`config.mk`:
```
export PLATFORM = sky130hd
export DESIGN_NAME = noise_channel
export DESIGN_NICKNAME = d
export VERILOG_FILES = /design/src/rtl/gb_sound_pkg.sv /design/src/rtl/volume_envelope.sv /design/src/rtl/noise_channel.sv
export SDC_FILE = /design/constraint.sdc
export NUM_CORES = 1
export LEC_CHECK = 0
export BUFFER_PORTS_ARGS = -buffer_cell sky130_fd_sc_hd__buf_2
export CORE_MARGIN = 2
export CORE_UTILIZATION = 60
export CTS_BUF_LIST = sky130_fd_sc_hd__clkbuf_4 sky130_fd_sc_hd__clkbuf_8 sky130_fd_sc_hd__clkbuf_16
export CTS_CLUSTER_DIAMETER = 50
export DETAILED_ROUTE_END_ITERATION = 12
export GPL_ROUTABILITY_DRIVEN = 0
export PLACE_DENSITY = 0.84
export SETUP_SLACK_MARGIN = 0.4
export SLEW_MARGIN = 20
export SYNTH_ARGS = -nofsm -noshare
export SYNTH_HDL_FRONTEND = slang
export SYNTH_SLANG_ARGS = --single-unit
export TNS_END_PERCENT = 100
```
`constraint.sdc`:
```
create_clock -name clk -period 2.44 [get_ports clk]
set_clock_uncertainty 0.05 [all_clocks]
set_input_delay 0.732 -clock clk [delete_from_list [all_inputs] [get_ports clk]]
set_output_delay 0.732 -clock clk [all_outputs]
set_load 0.05 [all_outputs]
```
`src/rtl/gb_sound_pkg.sv`:
```
// -----------------------------------------------------------------------------
// gb_sound_pkg
//   Shared constants and types for the Game Boy sound channels.
//   - NOISE_DIV    : noise-channel divisor table, indexed by divisor code r
//   - LENGTH_MAX   : length counter load value for a length field of 0
//   - VOL_MAX      : envelope volume ceiling
//   - LFSR_SEED    : noise LFSR value after reset and on every trigger
//   - frame_edge_t : registered copies of the level inputs used for
//                    rising-edge detection on the base clock
// -----------------------------------------------------------------------------
package gb_sound_pkg;

    localparam logic [6:0] NOISE_DIV [8] = '{7'd8, 7'd16, 7'd32, 7'd48,
                                             7'd64, 7'd80, 7'd96, 7'd112};

    localparam logic [6:0]  LENGTH_MAX = 7'd64;
    localparam logic [3:0]  VOL_MAX    = 4'd15;
    localparam logic [14:0] LFSR_SEED  = 15'h7FFF;

    typedef struct packed {
        logic clk256;
        logic clk64;
        logic trigger;
    } frame_edge_t;

endpackage

```
`src/rtl/volume_envelope.sv`:
```
// -----------------------------------------------------------------------------
// volume_envelope
//   Volume envelope shared by the pulse and noise channels. A load restarts
//   the envelope at startVol; every `period` 64 Hz ticks the volume moves by
//   one step up or down, saturating at 15 or 0.
//
// Ports:
//   clk, rst_n : base clock, asynchronous active-low reset
//   startVol   : volume applied on load
//   envAdd     : 1 = step up, 0 = step down
//   period     : ticks per step; 0 freezes the volume
//   tick64     : one-clk pulse per 64 Hz frame-sequencer step
//   load       : one-clk restart pulse; takes priority over tick64
//   volume     : current envelope volume
// -----------------------------------------------------------------------------
module volume_envelope
    import gb_sound_pkg::*;
(
    input  logic       clk,
    input  logic       rst_n,
    input  logic [3:0] startVol,
    input  logic       envAdd,
    input  logic [2:0] period,
    input  logic       tick64,
    input  logic       load,
    output logic [3:0] volume
);

    logic [3:0] volume_q,  volume_d;
    logic [2:0] env_cnt_q, env_cnt_d;

    always_comb begin
        // NOTE: every signal driven here gets a default first, so no path
        // through the if/else tree can infer a latch.
        volume_d  = volume_q;
        env_cnt_d = env_cnt_q;

        if (load) begin
            // A restart swallows a tick arriving in the same clk.
            volume_d  = startVol;
            env_cnt_d = period;
        end else if (tick64 && period != 3'd0) begin
            // Counting down from 1 (or from 0 after a mid-note period change)
            // is the step point.
            if (env_cnt_q > 3'd1) begin
                env_cnt_d = env_cnt_q - 3'd1;
            end else begin
                env_cnt_d = period;
                if (envAdd && volume_q != VOL_MAX) begin
                    volume_d = volume_q + 4'd1;
                end else if (!envAdd && volume_q != 4'd0) begin
                    volume_d = volume_q - 4'd1;
                end
            end
        end
    end

    always_ff @(posedge clk or negedge rst_n) begin
        // NOTE: state registers use non-blocking assignments so every flop
        // samples pre-edge values, independent of statement order.
        if (!rst_n) begin
            volume_q  <= 4'd0;
            env_cnt_q <= 3'd0;
        end else begin
            volume_q  <= volume_d;
            env_cnt_q <= env_cnt_d;
        end
    end

    assign volume = volume_q;

endmodule

```
`src/rtl/noise_channel.sv`:
```
// -----------------------------------------------------------------------------
// noise_channel
//   Game Boy channel 4: pseudo-random noise from a 15/7-bit LFSR, gated by a
//   length counter and scaled by the volume envelope. Feeds the mixer's fourth
//   channel input.
//
// Ports:
//   clk, rst_n   : 4194304 Hz base clock, asynchronous active-low reset
//   clk256/clk64 : frame-sequencer timer levels (rising edges detected here)
//   lenLoad      : length field L, counter becomes 64-L on the next trigger
//   startVol, envAdd, period : envelope controls
//   clkShift, divCode        : LFSR clock period = NOISE_DIV[divCode] << clkShift
//   widthMode    : 1 = 7-bit LFSR
//   lenEnable    : length counter active
//   trigger      : rising edge restarts the channel
//   status       : channel-enabled flag (only with NOISE_STATUS_EN defined)
//   out          : registered 4-bit sample to the mixer
//
// Build option:
//   NOISE_STATUS_EN - adds the `status` output.
// -----------------------------------------------------------------------------
module noise_channel
    import gb_sound_pkg::*;
#(
    parameter int LFSR_W  = 15,
    parameter int TIMER_W = 20
) (
    input  logic       clk,
    input  logic       rst_n,
    input  logic       clk256,
    input  logic       clk64,
    input  logic [5:0] lenLoad,
    input  logic [3:0] startVol,
    input  logic       envAdd,
    input  logic [2:0] period,
    input  logic [3:0] clkShift,
    input  logic       widthMode,
    input  logic [2:0] divCode,
    input  logic       lenEnable,
    input  logic       trigger,
`ifdef NOISE_STATUS_EN
    output logic       status,
`endif
    output logic [3:0] out
);

    frame_edge_t        edge_q,        edge_d;
    logic               enabled_q,     enabled_d;
    logic [6:0]         len_cnt_q,     len_cnt_d;
    logic [5:0]         len_shadow_q,  len_shadow_d;
    logic               len_pending_q, len_pending_d;
    logic [TIMER_W-1:0] timer_q,       timer_d;
    logic [LFSR_W-1:0]  lfsr_q,        lfsr_d;
    logic [3:0]         out_q,         out_d;

    logic               tick256, tick64, tick_trig;
    logic               len_pending_now;
    logic               dac_on;
    logic               shift_ok;
    logic [TIMER_W-1:0] timer_reload;
    logic               lfsr_fb;
    logic [LFSR_W-1:0]  lfsr_shift;
    logic [3:0]         volume;

    assign tick256   = clk256  & ~edge_q.clk256;
    assign tick64    = clk64   & ~edge_q.clk64;
    assign tick_trig = trigger & ~edge_q.trigger;

    // There is no write strobe, so a change of lenLoad counts as a write.
    // It is remembered until the next trigger, which applies 64-L; a trigger
    // without a pending write only refills an exhausted counter to 64.
    assign len_pending_now = len_pending_q | (lenLoad != len_shadow_q);

    // Zero start volume with a decreasing envelope means the DAC is off and
    // a trigger cannot enable the channel.
    assign dac_on = (startVol != 4'd0) | envAdd;

    // Shifts of 14 and 15 never clock the LFSR; the timer parks at zero.
    assign shift_ok     = (clkShift[3:1] != 3'b111);
    assign timer_reload = shift_ok
                        ? (TIMER_W'(NOISE_DIV[divCode]) << clkShift) - TIMER_W'(1)
                        : '0;

    always_comb begin
        lfsr_fb    = lfsr_q[0] ^ lfsr_q[1];
        lfsr_shift = {lfsr_fb, lfsr_q[LFSR_W-1:1]};
        if (widthMode) begin
            lfsr_shift[6] = lfsr_fb;
        end
    end

    always_comb begin
        edge_d.clk256  = clk256;
        edge_d.clk64   = clk64;
        edge_d.trigger = trigger;
        enabled_d      = enabled_q;
        len_cnt_d      = len_cnt_q;
        len_shadow_d   = lenLoad;
        len_pending_d  = len_pending_now;
        timer_d        = timer_q;
        lfsr_d         = lfsr_q;
        out_d          = (enabled_q && !lfsr_q[0]) ? volume : 4'd0;

        if (tick_trig) begin
            // Trigger wins: a length tick in the same clk is dropped.
            enabled_d     = dac_on;
            len_pending_d = 1'b0;
            if (len_pending_now) begin
                len_cnt_d = LENGTH_MAX - {1'b0, lenLoad};
            end else if (len_cnt_q == 7'd0) begin
                len_cnt_d = LENGTH_MAX;
            end
            timer_d = timer_reload;
            lfsr_d  = LFSR_W'(LFSR_SEED);
        end else begin
            if (tick256 && lenEnable && len_cnt_q != 7'd0) begin
                len_cnt_d = len_cnt_q - 7'd1;
                if (len_cnt_q == 7'd1) begin
                    enabled_d = 1'b0;
                end
            end
            // The timer runs whether or not the channel is enabled; new
            // divider settings are picked up at the next reload.
            if (timer_q != '0) begin
                timer_d = timer_q - TIMER_W'(1);
            end else if (shift_ok) begin
                timer_d = timer_reload;
                lfsr_d  = lfsr_shift;
            end
        end
    end

    always_ff @(posedge clk or negedge rst_n) begin
        if (!rst_n) begin
            edge_q        <= '0;
            enabled_q     <= 1'b0;
            len_cnt_q     <= 7'd0;
            len_shadow_q  <= 6'd0;
            len_pending_q <= 1'b0;
            timer_q       <= '0;
            lfsr_q        <= LFSR_W'(LFSR_SEED);
            out_q         <= 4'd0;
        end else begin
            edge_q        <= edge_d;
            enabled_q     <= enabled_d;
            len_cnt_q     <= len_cnt_d;
            len_shadow_q  <= len_shadow_d;
            len_pending_q <= len_pending_d;
            timer_q       <= timer_d;
            lfsr_q        <= lfsr_d;
            out_q         <= out_d;
        end
    end

    volume_envelope u_envelope (
        .clk      (clk),
        .rst_n    (rst_n),
        .startVol (startVol),
        .envAdd   (envAdd),
        .period   (period),
        .tick64   (tick64),
        .load     (tick_trig),
        .volume   (volume)
    );

    assign out = out_q;

`ifdef NOISE_STATUS_EN
    assign status = enabled_q;
`endif

endmodule

```
==> flow_summary.yaml, run 1 <==
cts:
  cts_sinks: 64
  holdBufCountCts: 0
  clk_latency_ps: 360
  clk_pin_slew_worst_paths_ps: 80
  cts_root_buffer: "clkbuf_8"
  cts_tree: "yes"
  htree_levels: 3
  cts_buffer_depth: 2
  cts_buffers: 9
worst_setup_path:
  reg2reg_depth: 6
  r2r-end: "timer_q[19]"
  regToRegSetupSlack_ps: 130
  start_kind: "input pin"
  worstPathArrival_ps: 2760
  worstSetupEndpointType: "flop"
  path_max_fanout: 4
  crit_required_ps: 2620
  critical_path_class: "input pin to flop"
  r2r-start: "timer_q[11]"
grt:
  track_usage: 0.353
  grt_pass1_vias: 4411
  globalRouteMet2Util: 0.584
  grt_max_degree: 65
  grt_pass1_wl_mm: 21.0
  met1_usage: 0.420
  busiest_layer: "met2"
  use_met3: 0.0720
  grt.overflow.total: 0
  antenna_found_initial: 0
routing:
  dr.first_iter.drc_count: 628
  routed_wl_mm: 15.7
  drt-wirelength-per-cell_um: 22.9
  via_count: 4793
  drtAntennaViolNets: 0
  vias_per_cell: 6.99
  drcViolationCount: 0
  dr.pass1.iters: 7
logic_synthesis:
  synth.most_common_cell: "nor2_1"
  synth_top_area_frac: 0.294
  synth_common_cells: "nor2_1 (50), dfrtp_1 (49), nand2_1 (35), a21oi_1 (30), o21ai_0 (27)"
  synthTopCellsByArea: "dfrtp_1 (29%), dfstp_2 (9.4%), nor2_1 (4.5%), xnor2_1 (3.8%), a21oi_1 (3.6%)"
  synth_fp_nets: 513
  syn_area_mm2: 0.00418
  avgSynthCellArea_um2: 8.81
  ys_ff_latch: 64
  yosys.cell_types.count: 75
  seq_area_frac_synth: 0.388
  ys_warn_count: 0
  ys.flop_type: "dfrtp_1"
  async_flop_share: 1.00
  yosysTopAreaCell: "dfrtp_1"
  netlist_instances: 474
  synth_edf_count: 0
status:
  outcome: "complete, but fails checks"
  violations: "setup timing"
worst_hold_path:
  hold_path.class: "input pin to async pin"
floorplanning:
  rows: 30
  die_width_um: 87.4
  die_y_um: 87.4
  initial_core_util: 0.618
  die_area_mm2: 0.00764
  ioPinCount: 32
  coreArea_mm2: 0.00676
sta:
  setup_ws_ps: -136
  setup_viol: 2
  relSlewSlack: 0.449
  drv_slew: 0
  post-route-period-util: 1.06
  layout_min_cycle_time_ps: 2580
  hold_viol: 0
  tightest_slew_ps: 817
  max_freq_mhz: 388
  grt_setup_unrepaired: "true"
power:
  seq_power_share: 0.379
  pwr-share-comb: 0.356
  p_int_mw: 2.51
  p_per_area_mw_per_mm2: 655
  peakVddDrop_uv: 366
  pwr-share-clk: 0.265
  p_sw_mw: 1.41
  p_sw_frac: 0.360
  p_leak_nw: 2.57
placement:
  dp.final_hpwl_mm: 7.99
  dp.cells: 635
  portBuffers: 31
finish:
  fin_cells: 686
  syn_to_final_growth_pct: 43.4
  fin_util: 0.886
  drive_gt1_frac: 0.419
  n_antenna_cell: 0
  finalNetCount: 640
job:
  maxCapViolations: 0
how the worst max path moves through the flow:
stage / endpoint / startpoint / slack, ps / depth (start not counted)
floorplan: timer_q[17] / divCode[0] / -370 / 10
global placement: timer_q[17] / clkShift[0] / -340 / 10
detailed placement: timer_q[17] / clkShift[0] / -430 / 10
CTS: timer_q[17] / clkShift[0] / 10 / 10
global route: timer_q[11] / clkShift[0] / -150 / 13
finish: timer_q[11] / clkShift[0] / -140 / 13
power by group through the flow:
stage                     sequential (mW)  clock, mW  combinational (mW)
after global routing                 1.50       1.08                1.50
final                                1.49       1.04                1.40
after floorplan                      1.40          0               0.722
after CTS                            1.45       1.02                1.11
after detailed placement             1.45          0                1.02
after global placement               1.44          0               0.970
layout by cell type, fill, tap and decap left out, types with 4 or more instances in the layout:
| master | Yosys | final |
|---|---|---|
| a21oi_1 | 30 | 26 |
| a31oi_1 | 9 | 7 |
| and2_1 | 9 | 6 |
| and3_1 | 4 | 4 |
| buf_2 | 7 | 29 |
| buf_4 | 1 | 84 |
| buf_6 | 1 | 24 |
| buf_8 | 0 | 4 |
| clkbuf_8 | 0 | 9 |
| dfrtp_1 | 49 | 43 |
| dfrtp_2 | 0 | 6 |
| dfstp_2 | 15 | 15 |
| ha_1 | 10 | 7 |
| inv_1 | 17 | 15 |
| mux2i_1 | 4 | 4 |
| nand2_1 | 35 | 30 |
| nand2_2 | 0 | 5 |
| nand2b_1 | 5 | 5 |
| nand3_1 | 9 | 8 |
| nand3b_1 | 5 | 5 |
| nand4_1 | 6 | 6 |
| nor2_1 | 50 | 46 |
| nor2b_1 | 7 | 4 |
| nor3_1 | 16 | 14 |
| nor4_4 | 0 | 5 |
| o21a_1 | 4 | 4 |
| o21ai_0 | 27 | 23 |
| o21ai_1 | 1 | 4 |
| o22a_1 | 14 | 14 |
| o22ai_1 | 11 | 9 |
| xnor2_1 | 18 | 16 |
| xor2_1 | 12 | 12 |
through the flow:
step / hold WS [ps] / setup TNS [ps] / instance area (um^2) / total power [mW] / worst slack [ps]
after floorplan: 386 / -1790 / 4300 / 2.13 / -366
after global placement: 438 / -2640 / 4970 / 2.41 / -342
after detailed placement: 445 / -3200 / 4970 / 2.48 / -430
after CTS: 345 / 0 / 5510 / 3.58 / 11.3
after global routing: 357 / -226 / 5990 / 4.09 / -153
final: 322 / -205 / 5990 / 3.92 / -136
final cells by class:
class	count	area (um^2)
well taps	80	100
fillers	276	767
repair buffers	142	1130
clock buffers	12	146
inverters	17	66.3
flip-flops and latches	64	1630
multi-input cells	367	2850
clock inverters	4	70.1
flip-flops by register name, summed over array words and instances (netlist names):
name / flops
out: 4
len_shadow_q: 6
len_cnt_q: 7
u_envelope.volume: 4
edge_q: 3
len_pending_q: 1
timer_q: 20
lfsr_q: 15
u_envelope.env_cnt_q: 3
enabled_q: 1
worst max-delay path: stages:
cell,delay [ps]
buf_8,100
or2b_4,240
a21boi_4,140
or4_4,430
ha_4,190
inv_4,60
a41o_4,140
buf_6,110
buf_6,80
buf_6,80
buf_6,90
xnor2_2,60
o22ai_1,310
routing by layer:
metal,share of wire,wire length (um),vias up
li1,-,-,1997
met1,0.35,5540,2258
met2,0.47,7410,404
met3,0.10,1590,134
met4,0.076,1200,0
met5,0,0,-
logic make-up (layout without fill, tap and decap cells):
| kind of cell | Yosys count | count (layout) | share of synthesized area |
|---|---|---|---|
| compound gates | 143 | 143 | 0.236 |
| xor+xnor | 30 | 30 | 0.0629 |
| fa+ha+maj | 11 | 11 | 0.0348 |
| buf+inv | 43 | 175 | 0.0434 |
| flops | 64 | 64 | 0.388 |
| mux | 6 | 6 | 0.0165 |
| simple gates | 177 | 177 | 0.219 |
repair_timing:
action,CTS,global route
pin swaps,21,31
setup endpoints to repair,33,40
resized for setup,39,75
setup buffers,19,15
cloned,0,1
No activity file was read; power rests on OpenSTA's default activity.
==> run 2, diff against run 1 <==
--- a/config.mk
+++ b/config.mk
@@ -7,12 +7,12 @@
 export LEC_CHECK = 0
 export BUFFER_PORTS_ARGS = -buffer_cell sky130_fd_sc_hd__buf_2
 export CORE_MARGIN = 2
-export CORE_UTILIZATION = 60
+export CORE_UTILIZATION = 45
 export CTS_BUF_LIST = sky130_fd_sc_hd__clkbuf_4 sky130_fd_sc_hd__clkbuf_8 sky130_fd_sc_hd__clkbuf_16
 export CTS_CLUSTER_DIAMETER = 50
 export DETAILED_ROUTE_END_ITERATION = 12
 export GPL_ROUTABILITY_DRIVEN = 0
-export PLACE_DENSITY = 0.84
+export PLACE_DENSITY = 0.67
 export SETUP_SLACK_MARGIN = 0.4
 export SLEW_MARGIN = 20
 export SYNTH_ARGS = -nofsm -noshare
==> run 2 against run 1 <==
  * Global-route usage is 12 points lower
  * The run now ends clean
  * Critical endpoint is now timer_q[19]
  * Critical path depth shrank 2
  * Sequential share of layout area is 0.96 points higher
  * Largest power group unchanged
  * Maximum frequency up 7.8%
  * Worst setup slack improved by 190 ps
==> flow_summary.yaml, run 2 (same netlist as run 1, synthesis figures left out) <==
status:
  outcome: "completed"
worst_setup_path:
  crit_required_ps: 2670
  worstPathArrival_ps: 2620
  critical_path_class: "input pin to flop"
  worstSetupEndpointType: "flop"
  regToRegSetupSlack_ps: 240
  r2r-end: "timer_q[18]"
  reg2reg_depth: 6
  path_max_fanout: 4
  start_kind: "input pin"
  r2r-start: "timer_q[10]"
cts:
  holdBufCountCts: 0
  cts_tree: "yes"
  cts_buffers: 9
  clk_latency_ps: 350
  htree_levels: 3
  cts_root_buffer: "clkbuf_8"
  cts_sinks: 64
  cts_buffer_depth: 2
  clk_pin_slew_worst_paths_ps: 80
routing:
  via_count: 4160
  vias_per_cell: 5.93
  drt-wirelength-per-cell_um: 16.9
  drtAntennaViolNets: 0
  routed_wl_mm: 11.8
  dr.pass1.iters: 5
  drcViolationCount: 0
  dr.first_iter.drc_count: 197
finish:
  largest_register_ffs: 20
  nFillCells: 719
  largest-register: "timer_q"
  syn_to_final_growth_pct: 38.1
  drive_gt1_frac: 0.380
  n_antenna_cell: 0
  final_common_cell: "buf_4"
  reg_top3: "timer_q (20), lfsr_q (15), len_cnt_q (7)"
  fin_area_mm2: 0.00577
  finalNetCount: 624
  final_cell_mix: "buf_4 (76), dfrtp_1 (47), nor2_1 (44), nand2_1 (32), buf_2 (29)"
sta:
  setup_tns_ps: 0
  drv_slew: 0
  grt_setup_unrepaired: "true"
  layout_min_cycle_time_ps: 2390
  relSlewSlack: 0.602
  max_freq_mhz: 419
  tightest_slew_ps: 593
  post-route-period-util: 0.979
  hold_viol: 0
  setup_viol: 0
power:
  p_leak_nw: 2.48
  p_per_area_mw_per_mm2: 638
  peakVddDrop_uv: 302
job:
  maxCapViolations: 0
floorplanning:
  ioPinCount: 32
  coreArea_mm2: 0.00911
  initial_core_util: 0.459
  die_y_um: 100
  rows: 35
  die_width_um: 100
  die_area_mm2: 0.0101
grt:
  antenna_found_initial: 0
  grt_pass1_wl_mm: 18.9
  grt_max_degree: 26
  grt.overflow.total: 0
  grt_pass1_vias: 3924
  track_usage: 0.230
worst_hold_path:
  hold_path.class: "input pin to async pin"
placement:
  dp.final_hpwl_mm: 8.15
  place_area_mm2: 0.00495
  portBuffers: 31
[run 2: cell types whose count changed in the layout (fill, tap and decap cells not counted), moves of 3 or more]
cell     delta
dfrtp_1     +4
dfrtp_2     -4
nand2_2     -4
nor4_4      -3
buf_6       -6
buf_4       -8
[run 2: through the flow]
| step | total power [mW] | cells | hold slack, ps | utilization | worst slack (ps) |
|---|---|---|---|---|---|
| finish | 3.68 | 701 | 300 | 0.633 | 51.1 |
| global route | 3.90 | 701 | 336 | 0.633 | -13.9 |
| CTS | 3.47 | 683 | 312 | 0.588 | -5.22 |
| detailed placement | 2.45 | 658 | 432 | 0.544 | -433 |
| global placement | 2.41 | 658 | 432 | 0.544 | -345 |
| floorplan | 2.13 | 474 | 386 | - | -366 |
[run 2: routing by layer]
metal	vias up	share of wire	track usage	wire length, um
met4	0	0.022	0.0664	261
met3	32	0.047	0.0425	562
met1	2021	0.43	0.307	5090
met2	142	0.50	0.383	5920
li1	1965	-	-	-
met5	-	0	0	0
[run 2: timing repair]
item,4_1_cts,5_1_grt
gates resized for setup,26,57
pin swaps,20,24
buffers inserted,9,18
endpoints found under the setup margin,32,42
[run 2: power by group]
part | switching [mW] | leakage (nW) | total, mW | internal, mW
Clock | 0.408 | 0.114 | 0.962 | 0.554
Sequential | 0.210 | 0.744 | 1.45 | 1.24
Combinational | 0.634 | 1.62 | 1.27 | 0.631
Total | 1.25 | 2.48 | 3.68 | 2.43
[run 2: critical path: stages]
cell,delay (ps)
buf_8,100
or2b_4,190
a21boi_4,170
or4_4,150
ha_4,140
inv_2,40
a41o_4,260
buf_6,120
or2_4,240
or4_4,410
nand3_2,70
[run 2: layout make-up]
cell class	instances	area, um^2	area share
Timing Repair Buffer	126	968	0.168
Inverter	17	66.3	0.0115
Clock buffer	15	210	0.0365
Multi-Input combinational cell	367	2760	0.478
Sequential cell	64	1620	0.281
Tap cell	111	139	0.0241
Clock inverter	1	5.00	0.000868
[run 2: worst max-delay path by stage]
stage | slack, ps | cells past startpoint | from | endpoint
6_report | 50 | 11 | divCode[0] | timer_q[19]
4_1_cts | -5 | 10 | clkShift[0] | timer_q[17]
5_1_grt | -10 | 11 | divCode[0] | timer_q[19]
2_1_floorplan | -370 | 10 | divCode[0] | timer_q[17]
3_5_place_dp | -430 | 10 | divCode[0] | timer_q[17]
3_3_place_gp | -340 | 10 | divCode[0] | timer_q[17]
==> run 3, diff against run 2 <==
--- a/config.mk
+++ b/config.mk
@@ -6,14 +6,14 @@
 export NUM_CORES = 1
 export LEC_CHECK = 0
 export BUFFER_PORTS_ARGS = -buffer_cell sky130_fd_sc_hd__buf_2
+export CAP_MARGIN = 40
 export CORE_MARGIN = 2
 export CORE_UTILIZATION = 45
 export CTS_BUF_LIST = sky130_fd_sc_hd__clkbuf_4 sky130_fd_sc_hd__clkbuf_8 sky130_fd_sc_hd__clkbuf_16
 export CTS_CLUSTER_DIAMETER = 50
 export DETAILED_ROUTE_END_ITERATION = 12
 export GPL_ROUTABILITY_DRIVEN = 0
-export PLACE_DENSITY = 0.67
-export SETUP_SLACK_MARGIN = 0.4
+export SETUP_SLACK_MARGIN = 0.3
 export SLEW_MARGIN = 20
 export SYNTH_ARGS = -nofsm -noshare
 export SYNTH_HDL_FRONTEND = slang
==> run 3 against run 2 <==
  * Clock-buffer cell count decreased by 4
  * Clock power increased by 4%
  * Total power decreased by 3.0%
  * Via count decreased by 4.8%
  * Critical endpoint is now timer_q[17]
  * Worst setup slack improved by 17 ps
  * Hold slack improved by 34 ps
  * Die area unchanged
  * Critical path depth decreased by 1
==> flow_summary.yaml, run 3 (same netlist as run 1, synthesis figures left out) <==
worst_setup_path:
  critPathLaunch: "clkShift[0]"
  cp.buffers_inverters: 2
  critPathTopFamily: "simple AND/OR/NAND/NOR gates"
  path_max_fanout: 3
  crit_chain: "buf_8 > or2b_4 > a21boi_4 > or4_4 > ha_4 > inv_4 > a41o_4 > nor3_4 > a2111oi_2 > a211o_1"
  regToRegSetupSlack_ps: 350
  worstSetupEndpointType: "flop"
  worstPathArrival_ps: 2590
  r2r-start: "timer_q[10]"
  start_kind: "input pin"
  crit_slowest_cell: "or4_4"
  critical_path_class: "input pin to flop"
  r2r-end: "timer_q[18]"
  crit_required_ps: 2660
  cp_num_cells: 10
  max_stage_delay_ps: 530
  reg2reg_depth: 6
grt:
  antenna_found_initial: 0
  grt_max_degree: 65
  grt.overflow.total: 0
  grt_pass1_wl_mm: 18.3
  grt_pass1_vias: 3917
  track_usage: 0.227
floorplanning:
  rows: 35
  die_width_um: 100
  coreArea_mm2: 0.00911
  die_area_mm2: 0.0101
  ioPinCount: 32
  die_y_um: 100
  initial_core_util: 0.459
sta:
  drv_slew: 0
  hold_viol: 0
  tightest_slew_ps: 402
  post-route-period-util: 0.972
  grt_setup_unrepaired: "true"
  max_freq_mhz: 422
  setup_tns_ps: 0
  relSlewSlack: 0.732
  hold_ws_ps: 334
  layout_min_cycle_time_ps: 2370
  setup_viol: 0
finish:
  largest-register: "timer_q"
  final_cell_mix: "buf_4 (78), nor2_1 (48), dfrtp_1 (48), nand2_1 (35), buf_2 (29)"
  final_common_cell: "buf_4"
  n_antenna_cell: 0
  drive_gt1_frac: 0.352
  reg_top3: "timer_q (20), lfsr_q (15), len_cnt_q (7)"
  syn_to_final_growth_pct: 34.1
  largest_register_ffs: 20
  finalNetCount: 620
routing:
  drt-wirelength-per-cell_um: 15.5
  routed_wl_mm: 10.8
  drtAntennaViolNets: 0
  dr.first_iter.drc_count: 105
  drcViolationCount: 0
  vias_per_cell: 5.68
  dr.pass1.iters: 5
  via_count: 3961
placement:
  dp.final_hpwl_mm: 7.95
  portBuffers: 31
cts:
  cts_sinks: 64
  htree_levels: 3
  cts_buffers: 9
  clk_pin_slew_worst_paths_ps: 80
  clk_latency_ps: 340
  cts_buffer_depth: 2
  cts_root_buffer: "clkbuf_8"
  cts_tree: "yes"
power:
  p_per_area_mw_per_mm2: 637
  peakVddDrop_uv: 257
  p_leak_nw: 2.41
status:
  outcome: "completed"
worst_hold_path:
  hold_path.class: "input pin to async pin"
job:
  maxCapViolations: 0
## run 3: repair_timing
item,4_1_cts,5_1_grt
pin swaps,13,17
endpoints found under the setup margin,13,28
resized for setup,13,40
hold buffers,0,0
buffers inserted,3,7
## run 3: worst register-to-register path, cell delays in order, from the launching register on
cell and delay (ps):
dfrtp_1 440, or4_1 580, nor3_2 190, nand4_1 210
nor3_2 180, xnor2_1 160, o221ai_1 150
## run 3: power breakdown
part | leakage (nW) | switching (mW) | internal, mW
clock network | 0.110 | 0.406 | 0.598
logic | 1.56 | 0.556 | 0.561
registers | 0.745 | 0.206 | 1.24
total | 2.41 | 1.17 | 2.40
## run 3: layout make-up
type / instances / area (um^2)
Clock inverter: 5 / 81.3
Tap cell: 111 / 139
Fill cell: 811 / 3510
Inverter: 17 / 66.3
Timing Repair Buffer: 122 / 925
Sequential cell: 64 / 1620
Clock buffer: 11 / 139
Multi-Input combinational cell: 367 / 2630
## run 3: worst max-delay path by stage
stage | end | slack (ps)
final | timer_q[17] | 70
after global routing | timer_q[17] | 30
after CTS | timer_q[17] | 20
after detailed placement | timer_q[17] | -380
after global placement | timer_q[17] | -340
after floorplan | timer_q[17] | -370
## run 3: routing by layer
layer  up-vias  global-route usage  part of all wire
met5         -                   0                 0
met4         0              0.0875             0.021
met3        17              0.0418             0.036
met2        82               0.390              0.50
met1      1913               0.283              0.44
li1       1949                   -                 -
## run 3: metrics by stage
stage	std cells	util	power (mW)	instance area, um^2	worst slack (ps)
floorplan	474	-	2.11	4270	-366
global placement	671	0.553	2.45	5030	-336
detailed placement	671	0.553	2.47	5030	-383
CTS	690	0.587	3.52	5350	19.2
global route	697	0.615	3.82	5600	25.9
finish	697	0.615	3.57	5600	67.8
